==> config.mk <==
export PLATFORM = sky130hd
export DESIGN_NAME = rect_fill
export DESIGN_NICKNAME = d
export VERILOG_FILES = /design/src/rtl/rect_fill.sv
export SDC_FILE = /design/constraint.sdc
export NUM_CORES = 1
export LEC_CHECK = 0
export BUFFER_PORTS_ARGS = -buffer_cell sky130_fd_sc_hd__buf_2
export CORE_ASPECT_RATIO = 1.4
export CORE_MARGIN = 3
export CORE_UTILIZATION = 58
export DETAILED_ROUTE_END_ITERATION = 10
export PLACE_DENSITY = 0.81
export SYNTH_ARGS = -nofsm -noshare
export SYNTH_HDL_FRONTEND = slang
export SYNTH_SLANG_ARGS = --single-unit
==> constraint.sdc <==
create_clock -name wr_clk -period 3.7 [get_ports wr_clk]
set_input_delay 0.74 -clock wr_clk [delete_from_list [all_inputs] [get_ports wr_clk]]
set_output_delay 0.74 -clock wr_clk [all_outputs]
set_load 0.02 [all_outputs]
==> src/rtl/rect_fill.sv <==
// Rectangle fill engine: one accepted command becomes a row-major burst of
// framebuffer writes, one pixel per clock. Define RECT_FILL_CLIP_EN to clip to the screen.
module rect_fill #(
  parameter int DATA_WIDTH = 8,
  parameter int SCREEN_W   = 160,
  parameter int SCREEN_H   = 120,
  parameter int ADDR_BITS  = $clog2(SCREEN_W*SCREEN_H),
  parameter int X_BITS     = $clog2(SCREEN_W),
  parameter int Y_BITS     = $clog2(SCREEN_H)
) (
  input  logic                  wr_clk,
  input  logic                  rst,
  input  logic                  cmd_valid,
  output logic                  cmd_ready,
  input  logic [X_BITS-1:0]     cmd_x,
  input  logic [Y_BITS-1:0]     cmd_y,
  input  logic [X_BITS:0]       cmd_w,
  input  logic [Y_BITS:0]       cmd_h,
  input  logic [DATA_WIDTH-1:0] cmd_color,
  output logic                  busy,
  output logic                  done,
  output logic                  wr_en,
  output logic [ADDR_BITS-1:0]  wr_addr,
  output logic [DATA_WIDTH-1:0] wr_in
);

  typedef enum logic {IDLE, FILL} state_t;

  localparam logic [ADDR_BITS-1:0] ROW_STEP = ADDR_BITS'(SCREEN_W);
  localparam logic [X_BITS:0]      ONE_X    = (X_BITS+1)'(1);
  localparam logic [Y_BITS:0]      ONE_Y    = (Y_BITS+1)'(1);

  state_t                state, state_nxt;
  logic [X_BITS:0]       col, col_nxt, w_r, w_nxt, w_eff;
  logic [Y_BITS:0]       row, row_nxt, h_r, h_nxt, h_eff;
  logic [ADDR_BITS-1:0]  row_base, row_base_nxt, wr_addr_nxt, start_addr;
  logic [DATA_WIDTH-1:0] wr_in_nxt;
  logic                  wr_en_nxt, done_nxt, busy_nxt;
  logic                  accept, last_col, last_row;

  assign cmd_ready = (state == IDLE) && !rst;
  assign accept    = cmd_valid && cmd_ready;

`ifdef RECT_FILL_CLIP_EN
  localparam logic [X_BITS:0] SCREEN_W_X = (X_BITS+1)'(SCREEN_W);
  localparam logic [Y_BITS:0] SCREEN_H_Y = (Y_BITS+1)'(SCREEN_H);
  logic [X_BITS:0] w_room;
  logic [Y_BITS:0] h_room;

  // Room left to the screen edge; an origin off-screen collapses to an empty command.
  always_comb begin
    w_room = SCREEN_W_X - {1'b0, cmd_x};
    h_room = SCREEN_H_Y - {1'b0, cmd_y};
    w_eff  = (cmd_w < w_room) ? cmd_w : w_room;
    h_eff  = (cmd_h < h_room) ? cmd_h : h_room;
    if (({1'b0, cmd_x} >= SCREEN_W_X) || ({1'b0, cmd_y} >= SCREEN_H_Y)) begin
      w_eff = '0;
      h_eff = '0;
    end
  end
`else
  assign w_eff = cmd_w;
  assign h_eff = cmd_h;
`endif

  // The only multiply: row base of the first pixel, taken once at accept.
  assign start_addr = ADDR_BITS'(cmd_y) * ROW_STEP + ADDR_BITS'(cmd_x);
  assign last_col   = (col == w_r - ONE_X);
  assign last_row   = (row == h_r - ONE_Y);

  always_comb begin
    // NOTE: every signal gets a default before the case so no path leaves it unassigned (no latches).
    state_nxt    = state;
    col_nxt      = col;
    row_nxt      = row;
    w_nxt        = w_r;
    h_nxt        = h_r;
    row_base_nxt = row_base;
    wr_addr_nxt  = wr_addr;
    wr_in_nxt    = wr_in;
    wr_en_nxt    = 1'b0;
    done_nxt     = 1'b0;
    busy_nxt     = 1'b0;
    case (state)
      IDLE: begin
        if (accept) begin
          w_nxt     = w_eff;
          h_nxt     = h_eff;
          wr_in_nxt = cmd_color;
          if ((w_eff == '0) || (h_eff == '0)) begin
            done_nxt = 1'b1;
          end else begin
            state_nxt    = FILL;
            wr_en_nxt    = 1'b1;
            busy_nxt     = 1'b1;
            wr_addr_nxt  = start_addr;
            row_base_nxt = start_addr;
            col_nxt      = '0;
            row_nxt      = '0;
          end
        end
      end
      FILL: begin
        if (last_col && last_row) begin
          state_nxt = IDLE;
          done_nxt  = 1'b1;
        end else begin
          wr_en_nxt = 1'b1;
          busy_nxt  = 1'b1;
          if (last_col) begin
            col_nxt      = '0;
            row_nxt      = row + ONE_Y;
            row_base_nxt = row_base + ROW_STEP;
            wr_addr_nxt  = row_base + ROW_STEP;
          end else begin
            col_nxt     = col + ONE_X;
            wr_addr_nxt = wr_addr + ADDR_BITS'(1);
          end
        end
      end
      default: state_nxt = IDLE;
    endcase
  end

  // NOTE: sequential state is updated with non-blocking assignments only.
  always_ff @(posedge wr_clk) begin
    if (rst) begin
      state    <= IDLE;
      col      <= '0;
      row      <= '0;
      w_r      <= '0;
      h_r      <= '0;
      row_base <= '0;
      wr_addr  <= '0;
      wr_in    <= '0;
      wr_en    <= 1'b0;
      done     <= 1'b0;
      busy     <= 1'b0;
    end else begin
      state    <= state_nxt;
      col      <= col_nxt;
      row      <= row_nxt;
      w_r      <= w_nxt;
      h_r      <= h_nxt;
      row_base <= row_base_nxt;
      wr_addr  <= wr_addr_nxt;
      wr_in    <= wr_in_nxt;
      wr_en    <= wr_en_nxt;
      done     <= done_nxt;
      busy     <= busy_nxt;
    end
  end

endmodule

==> metrics.yaml <==
global_routing:
  grt_pass1_wl_mm: 20.5
  grt_pass1_vias: 4577
  grt_max_degree: 53
  track_usage_pct: 27.8
  overflow: 0
  antenna_found_initial: 0
critical_path:
  required_ps: 3980
  cp-startpoint: "w_r[0]$_SDFFE_PP0P_"
  cp-end-kind: "flip-flop"
  r2r_start: "w_r[0]$_SDFFE_PP0P_"
  startpoint_type: "flip-flop"
  crit_arrival_ps: 3480
  path_class: "flip-flop to flip-flop"
  critical_path_peak_fanout: 14
cts:
  post-cts-setup-buffers: 0
  clk_latency_ps: 360
  cts-root-buf: "clkbuf_8"
  cts_sinks: 74
  cts_tree: "built"
  cts_buffers: 9
  cts_resized: 0
  clockBufferDepth: 2
  cts_hold_buffers: 0
  htreeDepth: 3
  path_clk_slew_ps: 80
cells_and_area:
  utilization_pct: 68.3
  final_cell_mix: "nand2_1, dfxtp_1, buf_2"
  final_cells: 775
  final_area_mm2: 0.00532
  drive_gt1_share_pct: 16.7
  synthToLayoutAreaGrowth_pct: 13.8
  final_common_cell: "nand2_1"
  diodes: 0
  nets: 734
floorplanning:
  ios: 70
  initial_core_util_pct: 60.0
  std_cell_rows: 38
  die-area_mm2: 0.00919
  die_h_um: 112
  coreArea_mm2: 0.00780
  dieWidth_um: 81.9
hold_path:
  hold_start: "wr_in[2]$_SDFFE_PP0P_"
  hp-class: "flip-flop to flip-flop"
place:
  numPlacedInstances: 759
  dp.final_hpwl_mm: 8.91
  io_buffers: 69
  place_congestion: 0.919
  place_area_mm2: 0.00510
sta:
  slew_headroom_pct: 54.8
  fmax_ghz: 0.312
  worstMarginPinSlew_ps: 673
  skew_ps: 10.8
  final.setup.tns_ps: 0
  holdWs_ps: 461
  fin_crit_sh_pct: 86.5
  rsz0062_at_grt: "false"
  hold_viol: 0
  fin_crit_ps: 3200
  finalSetupViolCount: 0
  maxSlewViolCount: 0
synth:
  synthAdderAreaFrac_pct: 5.94
  synthMuxAreaShare_pct: 0.455
  synth.distinct_cells: 60
  synth-xor-area-share_pct: 9.18
  synth_top_family_by_area: "compound AO/OA/AOI/OAI gates"
  async_flop_share_pct: 0
  synthSimpleGateAreaFrac_pct: 22.8
  synth-edff-count: 0
  ys_seq_area_share_pct: 31.7
  syn_area_mm2: 0.00468
  syn_inst: 610
  syn-num-nets: 674
  ys_ff_latch: 74
  synth-main-ff-cell: "dfxtp_1"
  synth_warnings: 0
  synth_compound_area_share_pct: 25.1
  syn_area_per_cell_um2: 7.67
job:
  maxCapViolCount: 0
power_and_ir_drop:
  p_leak_nw: 2.10
  p_clk_share_pct: 32.1
  p_seq_share_pct: 42.5
  p_sw_share_pct: 32.8
  pwr_density_cell_mw_per_mm2: 411
  p_int_w: 0.00147
  p_switching_w: 0.000717
  max-vdd-ir-drop_uv: 225
  p_comb_share_pct: 25.4
routing:
  ant_nets: 0
  drt-initial-drc-count: 304
  finalWirelength_mm: 12.3
  dr_total_vias: 4819
  first_pass_iters: 5
  vias_per_cell: 6.22
  drc_errors: 0
  wl_per_cell_um: 15.9
outcome:
  outcome: "finished, final reports clean"
==> final timing paths <==
kind                           end  slack [ps]  cells after the start
max            row[3]$_SDFFE_PP0P_         500                     10
min          wr_in[2]$_SDFFE_PP0P_         460                      2
max reg2reg    row[3]$_SDFFE_PP0P_         500                     10
min reg2reg  wr_in[2]$_SDFFE_PP0P_         460                      2
==> layout make-up <==
type                    count  area (um2)
multi-input cells         480        2970
fillers                   685        2470
flip-flops and latches     74        1480
repair buffers             83         450
clock buffers              10         138
well taps                 100         125
inverters                  22        82.6
clock inverters             6        80.1
==> registers in the layout (all words and copies together) (netlist names) <==
signal,flops
col,9
done,1
h_r,8
row,8
row_base,15
state,1
w_r,9
wr_addr,15
wr_in,8
==> per-stage QoR <==
step,setup slack (ps),power [W]
2_1_floorplan,682,0.00132
3_3_place_gp,449,0.00148
3_5_place_dp,325,0.00149
4_1_cts,519,0.00219
5_1_grt,214,0.00230
6_report,498,0.00219
==> critical path, stage by stage, from the launching register on <==
cell and delay [ps]:
dfxtp_1 360, inv_1 100, ha_1 260, nor3b_1 480, nand2_1 140, xnor2_1 240
and4_1 420, a21oi_2 240, buf_4 230, or4_1 490, a21oi_1 150
==> power by group through the flow <==
stage	combinational (W)	clock (W)	sequential (W)
2_1_floorplan	0.000367	0	0.000958
3_3_place_gp	0.000533	0	0.000942
3_5_place_dp	0.000547	0	0.000945
4_1_cts	0.000552	0.000708	0.000928
5_1_grt	0.000613	0.000750	0.000941
6_report	0.000555	0.000702	0.000930
==> synth_stat cells (3+ instances only) <==
| cell | number | share of area [%] |
|---|---|---|
| o31ai_1 | 15 | 2.4 |
| nand2_1 | 85 | 6.8 |
| nor2_1 | 37 | 3.0 |
| a21oi_1 | 47 | 5.0 |
| inv_1 | 20 | 1.6 |
| clkbuf_1 | 25 | 2.0 |
| a31oi_1 | 10 | 1.3 |
| a21o_1 | 4 | 0.64 |
| o2111ai_1 | 4 | 0.75 |
| nand4_1 | 8 | 1.1 |
| o221a_2 | 3 | 0.72 |
| nor3_1 | 9 | 0.96 |
| buf_2 | 6 | 0.64 |
| nor2b_1 | 6 | 0.80 |
| a211oi_1 | 10 | 1.6 |
| xnor2_1 | 30 | 5.6 |
| dfxtp_1 | 74 | 32 |
| and3_1 | 4 | 0.54 |
| or4_1 | 7 | 1.1 |
| xor2_1 | 19 | 3.6 |
| or2_2 | 4 | 0.54 |
| o21ai_0 | 59 | 6.3 |
| nand3_1 | 28 | 3.0 |
| buf_4 | 3 | 0.48 |
| o211ai_1 | 8 | 1.3 |
| or3_1 | 8 | 1.1 |
| and2_1 | 5 | 0.67 |
| ha_1 | 19 | 5.1 |
| nor4_1 | 10 | 1.3 |
==> logic make-up (layout without fill, tap and decap cells) <==
group | Yosys count | in the layout
flip-flops | 74 | 74
XOR/XNOR | 49 | 49
AO/OA/AOI/OAI | 187 | 187
multiplexers | 2 | 2
AND/OR/NAND/NOR | 221 | 221
buffers and inverters | 56 | 121
adder cells (fa/ha/maj) | 21 | 21
==> routing by layer <==
metal  routed length [um]  part of all wire, %  track usage, %
met1                 4900                   40            31.9
met2                 6190                   50            47.3
met3                  835                  6.8            6.82
met4                  401                  3.3            13.4
met5                    0                    0               0
No activity file was read; power rests on OpenSTA's default activity.
